`src/rtl/binarni_dekadski_if.sv`:
```
// binarni_dekadski_if: start/done handshake and BCD result bus for binarni_dekadski.
// master drives the request; slave is the converter.
interface binarni_dekadski_if #(
  parameter int unsigned WIDTH  = 16,
  parameter int unsigned DIGITS = 5
);
  logic                  start;
  logic [WIDTH-1:0]      bin;
  logic                  busy;
  logic                  done;
  logic [4*DIGITS-1:0]   bcd;
  logic                  overflow;
  logic [DIGITS-1:0]     blank;

  modport master (
    output start,
    output bin,
    input  busy,
    input  done,
    input  bcd,
    input  overflow,
    input  blank
  );

  modport slave (
    input  start,
    input  bin,
    output busy,
    output done,
    output bcd,
    output overflow,
    output blank
  );
endinterface

```
`src/rtl/binarni_dekadski.sv`:
```
// binarni_dekadski: sequential binary-to-BCD converter (shift-and-add-3), one bit per clock.
// Optional leading-zero blanking mask enabled by defining BINARNI_DEKADSKI_BLANK_EN;
// without it the blank port is tied to zero.
module binarni_dekadski #(
  parameter int unsigned WIDTH  = 16,
  parameter int unsigned DIGITS = 5
) (
  input  logic              clk,
  input  logic              reset,
  binarni_dekadski_if.slave bus
);
  localparam int unsigned SW = 4 * DIGITS;
  localparam int unsigned CW = $clog2(WIDTH + 1);

  typedef enum logic [1:0] {
    IDLE  = 2'd0,
    SHIFT = 2'd1,
    DONE  = 2'd2
  } state_t;

  state_t           state_q, state_d;
  logic [CW-1:0]    cnt_q, cnt_d;
  logic [WIDTH-1:0] shreg_q, shreg_d;
  logic [SW-1:0]    scratch_q, scratch_d;
  logic [SW-1:0]    adj;
  logic             sticky_q, sticky_d;
  logic             last_shift;

  logic             busy_q;
  logic             done_q;
  logic [SW-1:0]    bcd_q;
  logic             ovf_q;

  // Add-3 correction on every scratch digit >= 5, digits independent (no carries)
  always_comb begin
    adj = scratch_q;
    for (int i = 0; i < int'(DIGITS); i++) begin
      if (scratch_q[4*i +: 4] >= 4'd5) begin
        adj[4*i +: 4] = scratch_q[4*i +: 4] + 4'd3;
      end
    end
  end

  // State register
  always_ff @(posedge clk) begin
    if (reset) begin
      state_q <= IDLE;
    end else begin
      state_q <= state_d;
    end
  end

  // Next-state and datapath next values
  always_comb begin
    state_d    = state_q;
    cnt_d      = cnt_q;
    shreg_d    = shreg_q;
    scratch_d  = scratch_q;
    sticky_d   = sticky_q;
    last_shift = 1'b0;
    case (state_q)
      IDLE: begin
        if (bus.start) begin
          state_d   = SHIFT;
          cnt_d     = CW'(WIDTH);
          shreg_d   = bus.bin;
          scratch_d = '0;
          sticky_d  = 1'b0;
        end
      end
      SHIFT: begin
        scratch_d = {adj[SW-2:0], shreg_q[WIDTH-1]};
        shreg_d   = shreg_q << 1;
        sticky_d  = sticky_q | adj[SW-1];
        cnt_d     = cnt_q - CW'(1);
        if (cnt_q == CW'(1)) begin
          last_shift = 1'b1;
          state_d    = DONE;
        end
      end
      DONE: begin
        state_d = IDLE;
      end
      default: begin
        state_d = IDLE;
      end
    endcase
  end

  // Conversion working registers
  always_ff @(posedge clk) begin
    if (reset) begin
      cnt_q     <= '0;
      shreg_q   <= '0;
      scratch_q <= '0;
      sticky_q  <= 1'b0;
    end else begin
      cnt_q     <= cnt_d;
      shreg_q   <= shreg_d;
      scratch_q <= scratch_d;
      sticky_q  <= sticky_d;
    end
  end

  // Status flags registered from the next state; result captured on the final shift
  always_ff @(posedge clk) begin
    if (reset) begin
      busy_q <= 1'b0;
      done_q <= 1'b0;
      bcd_q  <= '0;
      ovf_q  <= 1'b0;
    end else begin
      busy_q <= (state_d != IDLE);
      done_q <= (state_d == DONE);
      if (last_shift) begin
        bcd_q <= scratch_d;
        ovf_q <= sticky_d;
      end
    end
  end

`ifdef BINARNI_DEKADSKI_BLANK_EN
  logic [DIGITS-1:0] blank_d;
  logic [DIGITS-1:0] blank_q;
  logic              zero_above;

  // Leading-zero mask of the final scratch value; the units digit is never blanked
  always_comb begin
    blank_d    = '0;
    zero_above = 1'b1;
    for (int i = int'(DIGITS) - 1; i >= 1; i--) begin
      zero_above = zero_above & (scratch_d[4*i +: 4] == 4'd0);
      blank_d[i] = zero_above;
    end
  end

  // Blank mask registered alongside bcd; reset shows a single "0"
  always_ff @(posedge clk) begin
    if (reset) begin
      blank_q <= ~(DIGITS'(1));
    end else if (last_shift) begin
      blank_q <= blank_d;
    end
  end

  assign bus.blank = blank_q;
`else
  assign bus.blank = '0;
`endif

  assign bus.busy     = busy_q;
  assign bus.done     = done_q;
  assign bus.bcd      = bcd_q;
  assign bus.overflow = ovf_q;

endmodule
```
`src/flat_wrapper.sv`:
```
// flat-port wrapper written by rule: the top's interface ports become plain ports
module binarni_dekadski_flat 
#(
  parameter int unsigned WIDTH  = 16,
  parameter int unsigned DIGITS = 5
)
  (clk, reset, bus_start, bus_bin, bus_busy, bus_done, bus_bcd, bus_overflow, bus_blank);
  binarni_dekadski_if #(.WIDTH(WIDTH), .DIGITS(DIGITS)) bus_i ();
  input  logic clk;
  input  logic reset;
  input wire logic [$bits(bus_i.start)-1:0] bus_start;
  input wire logic [$bits(bus_i.bin)-1:0] bus_bin;
  output wire logic [$bits(bus_i.busy)-1:0] bus_busy;
  output wire logic [$bits(bus_i.done)-1:0] bus_done;
  output wire logic [$bits(bus_i.bcd)-1:0] bus_bcd;
  output wire logic [$bits(bus_i.overflow)-1:0] bus_overflow;
  output wire logic [$bits(bus_i.blank)-1:0] bus_blank;
  assign bus_i.start = bus_start;
  assign bus_i.bin = bus_bin;
  assign bus_busy = bus_i.busy;
  assign bus_done = bus_i.done;
  assign bus_bcd = bus_i.bcd;
  assign bus_overflow = bus_i.overflow;
  assign bus_blank = bus_i.blank;
  binarni_dekadski #(.WIDTH(WIDTH), .DIGITS(DIGITS)) u_core (.clk(clk), .reset(reset), .bus(bus_i));
endmodule
```
`config.mk`:
```
export PLATFORM = sky130hd
export DESIGN_NAME = binarni_dekadski_flat
export DESIGN_NICKNAME = d
export VERILOG_FILES = /design/src/rtl/binarni_dekadski_if.sv /design/src/rtl/binarni_dekadski.sv /design/src/flat_wrapper.sv
export SDC_FILE = /design/constraint.sdc
export NUM_CORES = 1
export LEC_CHECK = 0
export ABC_AREA = 0
export CAP_MARGIN = 25
export CORE_UTILIZATION = 57
export DETAILED_ROUTE_END_ITERATION = 16
export PLACE_DENSITY = 0.84
export REMOVE_ABC_BUFFERS = 1
export SKIP_LAST_GASP = 1
export SLEW_MARGIN = 5
export SYNTH_ARGS = -nofsm -noshare
export SYNTH_HDL_FRONTEND = slang
export SYNTH_SLANG_ARGS = --single-unit
export TNS_END_PERCENT = 30
```
`constraint.sdc`:
```
create_clock -name clk -period 3.1 [get_ports clk]
set_input_delay 0.62 -clock clk [delete_from_list [all_inputs] [get_ports clk]]
set_output_delay 0.62 -clock clk [all_outputs]
set_load 0.02 [all_outputs]
```
==> results.json <==
{
  "async_flop_share": 0,
  "htree_levels": 3,
  "yosysSeqAreaShare": 0.445,
  "relSlewSlack": 0.552,
  "fin_skew_ns": 0.00411,
  "synth_commonest_cells": "dfxtp_1, a21oi_1, nor2_1, o21ai_0, inv_1",
  "dp.final_hpwl_um": 4610,
  "grt_max_degree": 30,
  "fin_tns_setup_ns": 0,
  "rsz0062_at_grt": "no",
  "synth.area.top_cells": "dfxtp_1, a21oi_1, ha_1",
  "fillers": 425,
  "layout_min_cycle_time_ns": 2.17,
  "chipWidth_um": 74.7,
  "cts-root-buf": "clkbuf_8",
  "synth_edf_count": 0,
  "yosys_warnings": 0,
  "finalSetupViolations": 0,
  "worstPathArrival_ns": 2.44,
  "period_share": 0.699,
  "vias": 2532,
  "ant_nets": 0,
  "wl_um": 6830,
  "p_leak_nw": 1.42,
  "ys_types": 49,
  "row_count": 26,
  "antenna_found_initial": 0,
  "postCtsHoldBufs": 0,
  "syn_to_final_growth_pct": 18.3,
  "drc_errors": 0,
  "tightest_slew_ns": 0.673,
  "core_area_um2": 5110,
  "synth_flop_cell": "dfxtp_1",
  "p_total_mw": 1.75,
  "clockBufferDepth": 2,
  "synth_area_leader_cell": "dfxtp_1",
  "grt_pass1_wl_um": 11200,
  "cts-resized-gates": 0,
  "clock_sinks": 67,
  "status": "finished, final reports clean",
  "yosys_register_bits": 67,
  "syn_area_um2": 3020,
  "routed_via_density": 5.82,
  "path_clk_slew_ns": 0.07,
  "synth_most_common_cell": "dfxtp_1",
  "cts_tree": "built",
  "place_congestion": 0.755,
  "overflow": 0,
  "fp.dieH_um": 74.7,
  "fmax_ghz": 0.462,
  "final_hold_viol_count": 0,
  "p_per_area_nw_per_um2": 490,
  "grt_pass1_vias": 2404,
  "clock_latency_ns": 0.33,
  "drive_gt1_frac": 0.110,
  "drv_cap": 0,
  "end_kind": "register",
  "synth_cells": 326,
  "drv_slew": 0,
  "ios": 47,
  "first_pass_iters": 4,
  "final_nets": 395,
  "synth.top_cell.area_share": 0.445,
  "postCtsSetupRepairBufs": 0,
  "critPathRequiredTime_ns": 3.37,
  "seq_area_um2": 1340,
  "diodes": 0,
  "routedWlPerCell_um": 15.7,
  "dieArea_um2": 5590,
  "crit_path_start_kind": "register",
  "ir_drop_mv": 0.273,
  "numCtsBuffers": 9,
  "track_usage": 0.267,
  "syn_area_per_cell_um2": 9.25,
  "portBuffers": 41,
  "worstSetupPathType": "reg2reg",
  "multi_input_area_um2": 1480,
  "crit_path_max_fanout": 17,
  "start_util": 0.590,
  "min_path_type": "reg2reg",
  "drtIter0Drc": 206
}
==> state kept, by name (all words and copies together) (netlist names) <==
signal,cells
u_core.bus.bcd,20
u_core.scratch_q,20
u_core.shreg_q,16
u_core.cnt_q,5
u_core.state_q,2
u_core.bus.busy,1
u_core.bus.done,1
u_core.bus.overflow,1
u_core.sticky_q,1
==> per-layer routing <==
layer | part of all wire | vias to the layer above | track usage
met5 | 0 | - | 0
met4 | 0.017 | 0 | 0.140
met3 | 0.056 | 13 | 0.0576
met2 | 0.48 | 81 | 0.431
met1 | 0.44 | 1211 | 0.336
li1 | - | 1227 | -
==> layout by cell type (no fill, tap or decap), types with 2 or more instances in the layout <==
cell type and instances:
a22o_1 9, nand2b_1 7, nor4bb_1 5, nand2_1 13
mux2_2 2, a31o_2 5, mux2i_1 4, o22ai_1 14
nor3b_1 4, clkdlybuf4s50_1 41, conb_1 5, a211oi_2 2
inv_1 17, ha_1 12, a311oi_1 3, clkbuf_8 11
and3_2 9, buf_4 4, xnor2_1 5, a22oi_1 2
o21ai_0 24, nand3_1 3, a211oi_1 8, nor2_1 28
dfxtp_1 67, a21o_1 9, and2_1 3, a21oi_1 32
==> metrics by stage <==
stage | setup WS [ns] | std cells | utilization | area (um2) | hold WS (ns)
after floorplan | 1.29 | 308 | - | 2880 | 0.436
after global placement | 1.02 | 423 | 0.668 | 3410 | 0.461
after detailed placement | 0.967 | 423 | 0.668 | 3410 | 0.464
after CTS | 0.949 | 435 | 0.698 | 3570 | 0.474
after global routing | 0.729 | 435 | 0.698 | 3570 | 0.492
final | 0.934 | 435 | 0.698 | 3570 | 0.477
==> cells by family (layout without fill, tap and decap cells) <==
kind of cell    after synthesis  count (layout)  share of synthesized area
other cells                   1               5                    0.00124
compound gates              116             116                      0.249
mux                           6               6                     0.0207
xor+xnor                      5               5                     0.0145
fa+ha+maj                    12              12                     0.0498
simple gates                 79              79                      0.149
buf+inv                      40              75                     0.0709
flops                        67              67                      0.445
==> critical path, stage by stage (launching register included) <==
cell	delay, ns
dfxtp_1	0.66
nor2b_2	0.30
and2_1	0.59
nand2_2	0.19
inv_2	0.21
a21o_1	0.16
==> worst paths after layout <==
check | endpoint | slack (ns) | start | cells past startpoint
worst max-delay path | u_core.bus.bcd[13] | 0.93 | u_core.state_q[0] | 5
worst min register to register | u_core.shreg_q[13] | 0.48 | u_core.shreg_q[12] | 2
worst min-delay path | u_core.shreg_q[13] | 0.48 | u_core.shreg_q[12] | 2
worst max register to register | u_core.bus.bcd[13] | 0.93 | u_core.state_q[0] | 5
==> power by group <==
group          switching (mW)  internal (mW)  leakage [nW]
clock                   0.297          0.317        0.0803
sequential             0.0315          0.900         0.546
combinational           0.113         0.0893         0.798
total                   0.442           1.31          1.42
==> final cells by class <==
| class | instances | area share |
|---|---|---|
| multi-input cells | 223 | 0.414 |
| flip-flops and latches | 67 | 0.376 |
| repair buffers | 45 | 0.123 |
| inverters | 18 | 0.0189 |
| well taps | 70 | 0.0246 |
| clock buffers | 12 | 0.0435 |
(Power assumes the default switching activity.)
